<file path="config.mk">
export PLATFORM = sky130hd
export DESIGN_NAME = pic16_stack_flat
export DESIGN_NICKNAME = d
export VERILOG_FILES = /design/src/rtl/pic16_stack_if.sv /design/src/rtl/pic16_stack.sv /design/src/flat_wrapper.sv
export SDC_FILE = /design/constraint.sdc
export NUM_CORES = 1
export LEC_CHECK = 0
export ABC_AREA = 1
export CAP_MARGIN = 10
export CORE_MARGIN = 4
export CORE_UTILIZATION = 55
export CTS_CLUSTER_SIZE = 16
export DETAILED_ROUTE_END_ITERATION = 6
export PLACE_DENSITY = 0.86
export SYNTH_ARGS = -nofsm -noshare
export SYNTH_HDL_FRONTEND = slang
export SYNTH_SLANG_ARGS = --single-unit
</file>
<file path="constraint.sdc">
create_clock -name CLK -period 3 [get_ports CLK]
set_clock_uncertainty 0.05 [all_clocks]
set_input_delay 0.75 -clock CLK [delete_from_list [all_inputs] [get_ports CLK]]
set_output_delay 0.75 -clock CLK [all_outputs]
set_load 0.02 [all_outputs]
</file>
<file path="src/rtl/pic16_stack_if.sv">
`default_nettype none
// ============================================================================
// Module      : pic16_stack_if
// Description : Control and status bundle of the PIC16-style hardware return
//               stack.
//               master : the sequencer that issues CALL/RETURN operations.
//               slave  : the stack itself.
//               Command signals : PUSH, POP, FLUSH, CLR_ERR, DIN[AW-1:0]
//               Status signals  : TOP[AW-1:0], CNT[log2(DEPTH):0], EMPTY,
//                                 FULL, OVF, UNF
// Revision    : 1.0 - initial release
// ============================================================================
interface pic16_stack_if #(
    parameter int AW    = 13,
    parameter int DEPTH = 8
);
    localparam int c_CW = $clog2(DEPTH) + 1;

    logic            PUSH;
    logic            POP;
    logic            FLUSH;
    logic            CLR_ERR;
    logic [AW-1:0]   DIN;
    logic [AW-1:0]   TOP;
    logic [c_CW-1:0] CNT;
    logic            EMPTY;
    logic            FULL;
    logic            OVF;
    logic            UNF;

    modport master (
        output PUSH, POP, FLUSH, CLR_ERR, DIN,
        input  TOP, CNT, EMPTY, FULL, OVF, UNF
    );

    modport slave (
        input  PUSH, POP, FLUSH, CLR_ERR, DIN,
        output TOP, CNT, EMPTY, FULL, OVF, UNF
    );
endinterface
`default_nettype wire

</file>
<file path="src/rtl/pic16_stack.sv">
`default_nettype none
// ============================================================================
// Module      : pic16_stack
// Description : PIC16-style hardware return-address stack.
//               DEPTH entries of AW bits, a wrapping next-free pointer, an
//               occupancy count and sticky overflow/underflow flags.
//               MODE 0 : circular - push on full overwrites the oldest entry,
//                        pop on empty still moves the pointer.
//               MODE 1 : protected - illegal operations leave the stack alone.
// Ports       : CLK   - clock, all state changes on its rising edge
//               nRST  - asynchronous active-low reset
//               bus   - pic16_stack_if.slave (commands in, status out)
// Revision    : 1.0 - initial release
// ============================================================================
module pic16_stack #(
    parameter int AW    = 13,
    parameter int DEPTH = 8,
    parameter int MODE  = 0
) (
    input  wire logic         CLK,
    input  wire logic         nRST,
    pic16_stack_if.slave      bus
);
    localparam int               c_PW       = $clog2(DEPTH);
    localparam logic [c_PW:0]    c_CNT_FULL = (c_PW + 1)'(DEPTH);
    localparam logic [c_PW-1:0]  c_SP_ONE   = c_PW'(1);
    localparam logic [c_PW:0]    c_CNT_ONE  = (c_PW + 1)'(1);

    // Entry storage is deliberately left out of reset: only the pointer and
    // count define which entries are meaningful.
    logic [AW-1:0]   r_stk [DEPTH];
    logic [c_PW-1:0] r_sp;
    logic [c_PW:0]   r_cnt;
    logic            r_ovf;
    logic            r_unf;

    logic            w_empty;
    logic            w_full;
    logic [c_PW-1:0] w_top_idx;
    logic            w_we;
    logic [c_PW-1:0] w_waddr;
    logic [c_PW-1:0] w_sp_nxt;
    logic [c_PW:0]   w_cnt_nxt;
    logic            w_set_ovf;
    logic            w_set_unf;

    assign w_empty   = (r_cnt == '0);
    assign w_full    = (r_cnt == c_CNT_FULL);
    // Pointer arithmetic wraps naturally at the power-of-two depth.
    assign w_top_idx = r_sp - c_SP_ONE;

    // ------------------------------------------------------------------
    // Next-state decode. Priority: FLUSH, then combined PUSH+POP, then
    // PUSH alone, then POP alone.
    // ------------------------------------------------------------------
    always_comb begin
        w_we      = 1'b0;
        w_waddr   = r_sp;
        w_sp_nxt  = r_sp;
        w_cnt_nxt = r_cnt;
        w_set_ovf = 1'b0;
        w_set_unf = 1'b0;

        if (bus.FLUSH) begin
            w_sp_nxt  = '0;
            w_cnt_nxt = '0;
        end else if (bus.PUSH && bus.POP && !w_empty) begin
            // Replace the top entry in place (e.g. RETURN followed by CALL).
            w_we    = 1'b1;
            w_waddr = w_top_idx;
        end else if (bus.PUSH) begin
            // A combined PUSH+POP on an empty stack also lands here: an empty
            // stack can never be full, so it is a plain push with no UNF.
            if (!w_full) begin
                w_we      = 1'b1;
                w_sp_nxt  = r_sp + c_SP_ONE;
                w_cnt_nxt = r_cnt + c_CNT_ONE;
            end else begin
                w_set_ovf = 1'b1;
                if (MODE == 0) begin
                    // Slot SP holds the oldest entry when full.
                    w_we     = 1'b1;
                    w_sp_nxt = r_sp + c_SP_ONE;
                end
            end
        end else if (bus.POP) begin
            if (!w_empty) begin
                w_sp_nxt  = w_top_idx;
                w_cnt_nxt = r_cnt - c_CNT_ONE;
            end else begin
                w_set_unf = 1'b1;
                if (MODE == 0) begin
                    w_sp_nxt = w_top_idx;
                end
            end
        end
    end

    // ------------------------------------------------------------------
    // Pointer, count and sticky flags. A flag-setting event beats CLR_ERR
    // in the same cycle so that no error is ever silently lost.
    // ------------------------------------------------------------------
    always_ff @(posedge CLK or negedge nRST) begin
        if (!nRST) begin
            r_sp  <= '0;
            r_cnt <= '0;
            r_ovf <= 1'b0;
            r_unf <= 1'b0;
        end else begin
            r_sp  <= w_sp_nxt;
            r_cnt <= w_cnt_nxt;

            if (w_set_ovf) begin
                r_ovf <= 1'b1;
            end else if (bus.CLR_ERR) begin
                r_ovf <= 1'b0;
            end

            if (w_set_unf) begin
                r_unf <= 1'b1;
            end else if (bus.CLR_ERR) begin
                r_unf <= 1'b0;
            end
        end
    end

    // Entry array: write port only, no reset.
    always_ff @(posedge CLK) begin
        if (w_we) begin
            r_stk[w_waddr] <= bus.DIN;
        end
    end

    assign bus.TOP   = r_stk[w_top_idx];
    assign bus.CNT   = r_cnt;
    assign bus.EMPTY = w_empty;
    assign bus.FULL  = w_full;
    assign bus.OVF   = r_ovf;
    assign bus.UNF   = r_unf;

endmodule
`default_nettype wire
</file>
<file path="src/flat_wrapper.sv">
// flat-port wrapper written by rule: the top's interface ports become plain ports
module pic16_stack_flat 
#(
    parameter int AW    = 13,
    parameter int DEPTH = 8,
    parameter int MODE  = 0
)
  (CLK, nRST, bus_PUSH, bus_POP, bus_FLUSH, bus_CLR_ERR, bus_DIN, bus_TOP, bus_CNT, bus_EMPTY, bus_FULL, bus_OVF, bus_UNF);
  pic16_stack_if #(.AW(AW), .DEPTH(DEPTH)) bus_i ();
  input  wire logic CLK;
  input  wire logic nRST;
  input wire logic [$bits(bus_i.PUSH)-1:0] bus_PUSH;
  input wire logic [$bits(bus_i.POP)-1:0] bus_POP;
  input wire logic [$bits(bus_i.FLUSH)-1:0] bus_FLUSH;
  input wire logic [$bits(bus_i.CLR_ERR)-1:0] bus_CLR_ERR;
  input wire logic [$bits(bus_i.DIN)-1:0] bus_DIN;
  output wire logic [$bits(bus_i.TOP)-1:0] bus_TOP;
  output wire logic [$bits(bus_i.CNT)-1:0] bus_CNT;
  output wire logic [$bits(bus_i.EMPTY)-1:0] bus_EMPTY;
  output wire logic [$bits(bus_i.FULL)-1:0] bus_FULL;
  output wire logic [$bits(bus_i.OVF)-1:0] bus_OVF;
  output wire logic [$bits(bus_i.UNF)-1:0] bus_UNF;
  assign bus_i.PUSH = bus_PUSH;
  assign bus_i.POP = bus_POP;
  assign bus_i.FLUSH = bus_FLUSH;
  assign bus_i.CLR_ERR = bus_CLR_ERR;
  assign bus_i.DIN = bus_DIN;
  assign bus_TOP = bus_i.TOP;
  assign bus_CNT = bus_i.CNT;
  assign bus_EMPTY = bus_i.EMPTY;
  assign bus_FULL = bus_i.FULL;
  assign bus_OVF = bus_i.OVF;
  assign bus_UNF = bus_i.UNF;
  pic16_stack #(.AW(AW), .DEPTH(DEPTH), .MODE(MODE)) u_core (.CLK(CLK), .nRST(nRST), .bus(bus_i));
endmodule
</file>
; After elaboration in Yosys (flattened, before gate mapping)
; Memory sizes are Yosys's and may differ from the RTL's.
; Index checks and enable logic that the tools add are counted.
[classes]
n_reduce_logical = 9
n_addsub = 4
n_eq_ne = 4
muxes = 29
[op_table]
columns = op, count
row1 = $mux W4, 6
row2 = $mux W3, 6
row3 = $mux W1, 17
row4 = $ne A3 B3 Y1 const B, 2
row5 = $add A4 B1 Y4 const B, 1
row6 = $eq A4 B4 Y1 const B, 1
row7 = $logic_not A4 Y1, 1
row8 = $reduce_and A4 Y1, 1
row9 = $reduce_bool A2 Y1, 2
row10 = $sub A4 B1 Y4 const B, 1
row11 = $add A3 B1 Y3 const B, 1
row12 = $reduce_bool A3 Y1, 1
row13 = $sub A3 B1 Y3 const B, 1
row14 = $logic_and A1 B1 Y1, 2
row15 = $ne A2 B2 Y1 const B, 1
row16 = $reduce_and A2 Y1, 1
row17 = $logic_not A1 Y1, 1
[word_totals]
n_memories = 1
in_bits = 19
ram_bits = 104
register_bits = 9
[memory_table]
columns = memory, depth, word_bits, read_ports, rd_ports_with_merged_regs, write_ports, line_no
row1 = u_core.r_stk, 8, 13, 1, 0, 1, pic16_stack.sv:31  ; logic [AW-1:0] r_stk [DEPTH];

; Logic depth before layout (Yosys ltp)
[logic_depth]
word_depth = 7
ltp_mapped = 11

; Worst setup path before layout
; Ideal clock, no wire load.
[synth_timing]
path_kind = register to output
from = register u_core.r_sp[0]
to = output bus_TOP[0]
arrival_ps = 1902
path_stages_with_launch = 12
slack_ps = 298
required_ps = 2200
cell_sequence = dfrtp_1 buf_4 inv_2 buf_4 buf_6 ha_1 inv_1 clkbuf_1 o21ai_0 o22ai_1 nand2_1 nand2_1
[synth_between]
elab_chain_len = 2
[synth_lines]
columns = element, line_no
row1 = start: declaration, pic16_stack.sv:32  ; logic [c_PW-1:0] r_sp;
row2 = start signal: assignment, pic16_stack.sv:110  ; r_sp <= w_sp_nxt;
row3 = $sub A3 B1 Y3, pic16_stack.sv:50  ; assign w_top_idx = r_sp - c_SP_ONE;
row4 = $mem_v2 Z8 W13, --
row5 = end: declaration, flat_wrapper.sv:17  ; output wire logic [$bits(bus_i.TOP)-1:0] bus_TOP;
; Every way passes these cells.

; Worst setup path in the final report
[layout_timing]
from = register u_core.r_sp[0]
to = output bus_TOP[5]
; Same word-level chain as after synthesis.

==> flow_summary.yaml <==
logic_synthesis:
  yosys.area.top_type: "edfxtp_1"
  yosys_warnings: 0
  synth_mux_area_share_pct: 0
  synth.net_count: 429
  ys_types: 24
  synth_fa_ha_area_share_pct: 1.46
  synth_area_leaders: "edfxtp_1 65%, o21ai_0 6.1%, nand2_1 5.3%"
  synth_seq_area_share_pct: 69.9
  synthSimpleGateAreaFrac_pct: 12.7
  synth_xor_area_share_pct: 0.731
  avgSynthCellArea_sq_um: 11.8
  yosys_register_bits: 113
  syn_area_sq_um: 4790
  synthCells: 405
  synth_top_family_by_area: "simple AND/OR/NAND/NOR gates"
  synth-compound-area-share_pct: 10.9
  netlist.area_leader.share_pct: 65.2
timing:
  layout_setup_ws_ns: 0.0285
  period_share_pct: 99.0
  hold_slack_ns: 0.476
  setup_viol: 0
  worstMarginPinSlew_ns: 0.469
  slew_headroom_pct: 68.6
  fin_crit_ns: 2.97
  tns_ns: 0
  final_max_slew_viol_count: 0
  rsz0062_at_grt: "yes"
  fmax_mhz: 337
  timing.final.hold_violations: 0
layout:
  stdcell_area_sq_um: 6060
  n_fill_cell: 507
  fin_nets: 497
  syn_to_final_growth_pct: 26.4
  layout_common_cells: "104 x edfxtp_1, 67 x nand2_1, 66 x nor2_1"
  seq_area_sq_um: 3350
  final_common_cell: "edfxtp_1"
  multi_input_area_sq_um: 1260
  final_cells: 591
  layout-drive-gt1-share_pct: 19.5
  diodes: 0
  utilization_pct: 72.6
setup_path:
  r2r_start: "u_core.bus.CNT[0]"
  path_class: "reg2out"
  path_common_cell: "nand2_1"
  path_cells: "inv_2 > ha_4 > buf_6 > o21ai_0 > o22ai_1 > nand2_1 > nand2_1 > clkbuf_2"
  cp_max_fo: 5
  r2r_cells: 8
  worstSetupStartpointType: "flop"
  slowest_delay_ns: 0.38
  crit_arrival_ns: 2.17
  rrSetupSlack_ns: 0.88
  crit_slowest_cell: "dfrtp_1"
  end_kind: "output pin"
  worstReg2RegEnd: "u_core.r_stk[4][5]"
  crit_required_ns: 2.20
cts:
  htreeDepth: 4
  path_clk_slew_ns: 0.06
  cts_num_sinks: 113
  clkLatencyLatePin_ns: 0.52
  cts_tree: "done"
  clockBufferDepth: 2
  clockRootBuffer: "clkbuf_8"
  cts_buffers: 17
  cts_hold_buf: 0
run_status:
  status: "completed"
route:
  vias: 3471
  drtIter0Drc: 391
  drc: 0
  dr.pass1.iters: 5
  wl_per_cell_um: 19.8
  ant_nets: 0
  wl_um: 11700
  avgViaCountPerCell: 5.87
placed_design:
  dpl.cell_count: 554
  gp_congestion: 0.797
  port_buffers: 39
  hpwl_um: 6090
  placed_cell_area_sq_um: 5400
  pre_cts_slack_ns: 0.144
worst_hold_path:
  min_to: "u_core.bus.UNF"
  min_from: "u_core.bus.UNF"
  min_path_cells: 2
  min_path_type: "reg2reg"
floorplan:
  core_sq_um: 8340
  die-width_um: 101
  rows: 33
  io_pins: 40
  die_area_sq_um: 10300
  start_util_pct: 57.4
  die_h_um: 101
pwr:
  power_per_cell_area_nw_per_um2: 1070
  p_sw_share_pct: 36.6
  clkPwrFrac_pct: 31.1
  seqPwrFrac_pct: 29.8
  power.internal_mw: 4.09
  power_mw: 6.46
  p_comb_share_pct: 39.1
  p_switching_mw: 2.37
  p_leak_nw: 2.29
  vdd_drop_max_uv: 691
flow_run:
  maxCapViolations: 0
global_routing:
  grt_max_degree: 56
  antenna_found_initial: 0
  grt_overflow: 0
  grt_use_total_pct: 22.8
  grt_pass1_wl_um: 17000
  grt_pass1_vias: 3360
[metal layers]
metal / routed length, um / track usage [%] / vias up / part of all wire, %
li1: - / - / 1581 / -
met1: 4420 / 26.8 / 1686 / 38
met2: 6040 / 38.4 / 170 / 52
met3: 849 / 5.85 / 34 / 7.3
met4: 363 / 12.3 / 0 / 3.1
met5: 0 / 0 / - / 0
[worst max-delay path: cells and delay by family, from the launching register on]
family	cells	cell delay (ns)
DFF	1	0.38
adders and majority gates	1	0.32
and+or+nand+nor	2	0.17
buffers and inverters	3	0.39
AOI/OAI and AO/OA	2	0.39
[synth_stat cells (all sizes together)]
cell type and count:
a21oi 1, buf 13, clkbuf 8, dfrtp 9
edfxtp 104, fa 1, ha 4, inv 17
nand2 72, nand3 8, nor2 70, nor4 1
o21ai 65, o22ai 28, xnor2 2, xor2 2
[registers in the layout (all words and copies together), names as in the netlist]
name            flops
u_core.r_stk      104
u_core.bus.CNT      4
u_core.r_sp         3
u_core.bus.OVF      1
u_core.bus.UNF      1
[how the worst max path moves through the flow]
stage	start	end	slack (ns)	cells past startpoint
3_3_place_gp	u_core.r_sp[0]	bus_TOP[1]	0.17	9
2_1_floorplan	u_core.r_sp[0]	bus_TOP[0]	0.30	11
4_1_cts	u_core.r_sp[0]	bus_TOP[5]	0.0008	6
5_1_grt	u_core.r_sp[0]	bus_TOP[5]	-0.06	8
3_5_place_dp	u_core.r_sp[0]	bus_TOP[3]	0.14	9
6_report	u_core.r_sp[0]	bus_TOP[5]	0.03	8
[layout make-up]
class,count,area share [%]
Multi-Input combinational cell,254,20.8
Sequential cell,113,55.3
Timing Repair Buffer,70,10.8
Clock inverter,15,3.02
Inverter,17,1.10
Clock buffer,17,6.84
Tap cell,105,2.17
[repair_timing]
action                                  CTS  global route
resized for setup                        52            26
endpoints found under the setup margin   13            13
gates cloned                              2             0
pin swaps                                 5             8
buffers inserted                          0             3
[power groups by stage]
stage / Clock (mW) / Sequential, mW / Combinational [mW]
6_report: 2.01 / 1.93 / 2.52
5_1_grt: 2.11 / 1.94 / 2.72
4_1_cts: 2.02 / 1.92 / 2.39
3_5_place_dp: 0 / 1.95 / 2.36
3_3_place_gp: 0 / 1.94 / 2.30
2_1_floorplan: 0 / 1.97 / 1.40
[kinds of logic after synthesis]
family                   count (synthesis)
AND/OR/NAND/NOR                        151
flip-flops                             113
AO/OA/AOI/OAI                           94
buffers and inverters                   38
adder cells (fa/ha/maj)                  5
XOR/XNOR                                 4
No activity file was read; power rests on OpenSTA's default activity.
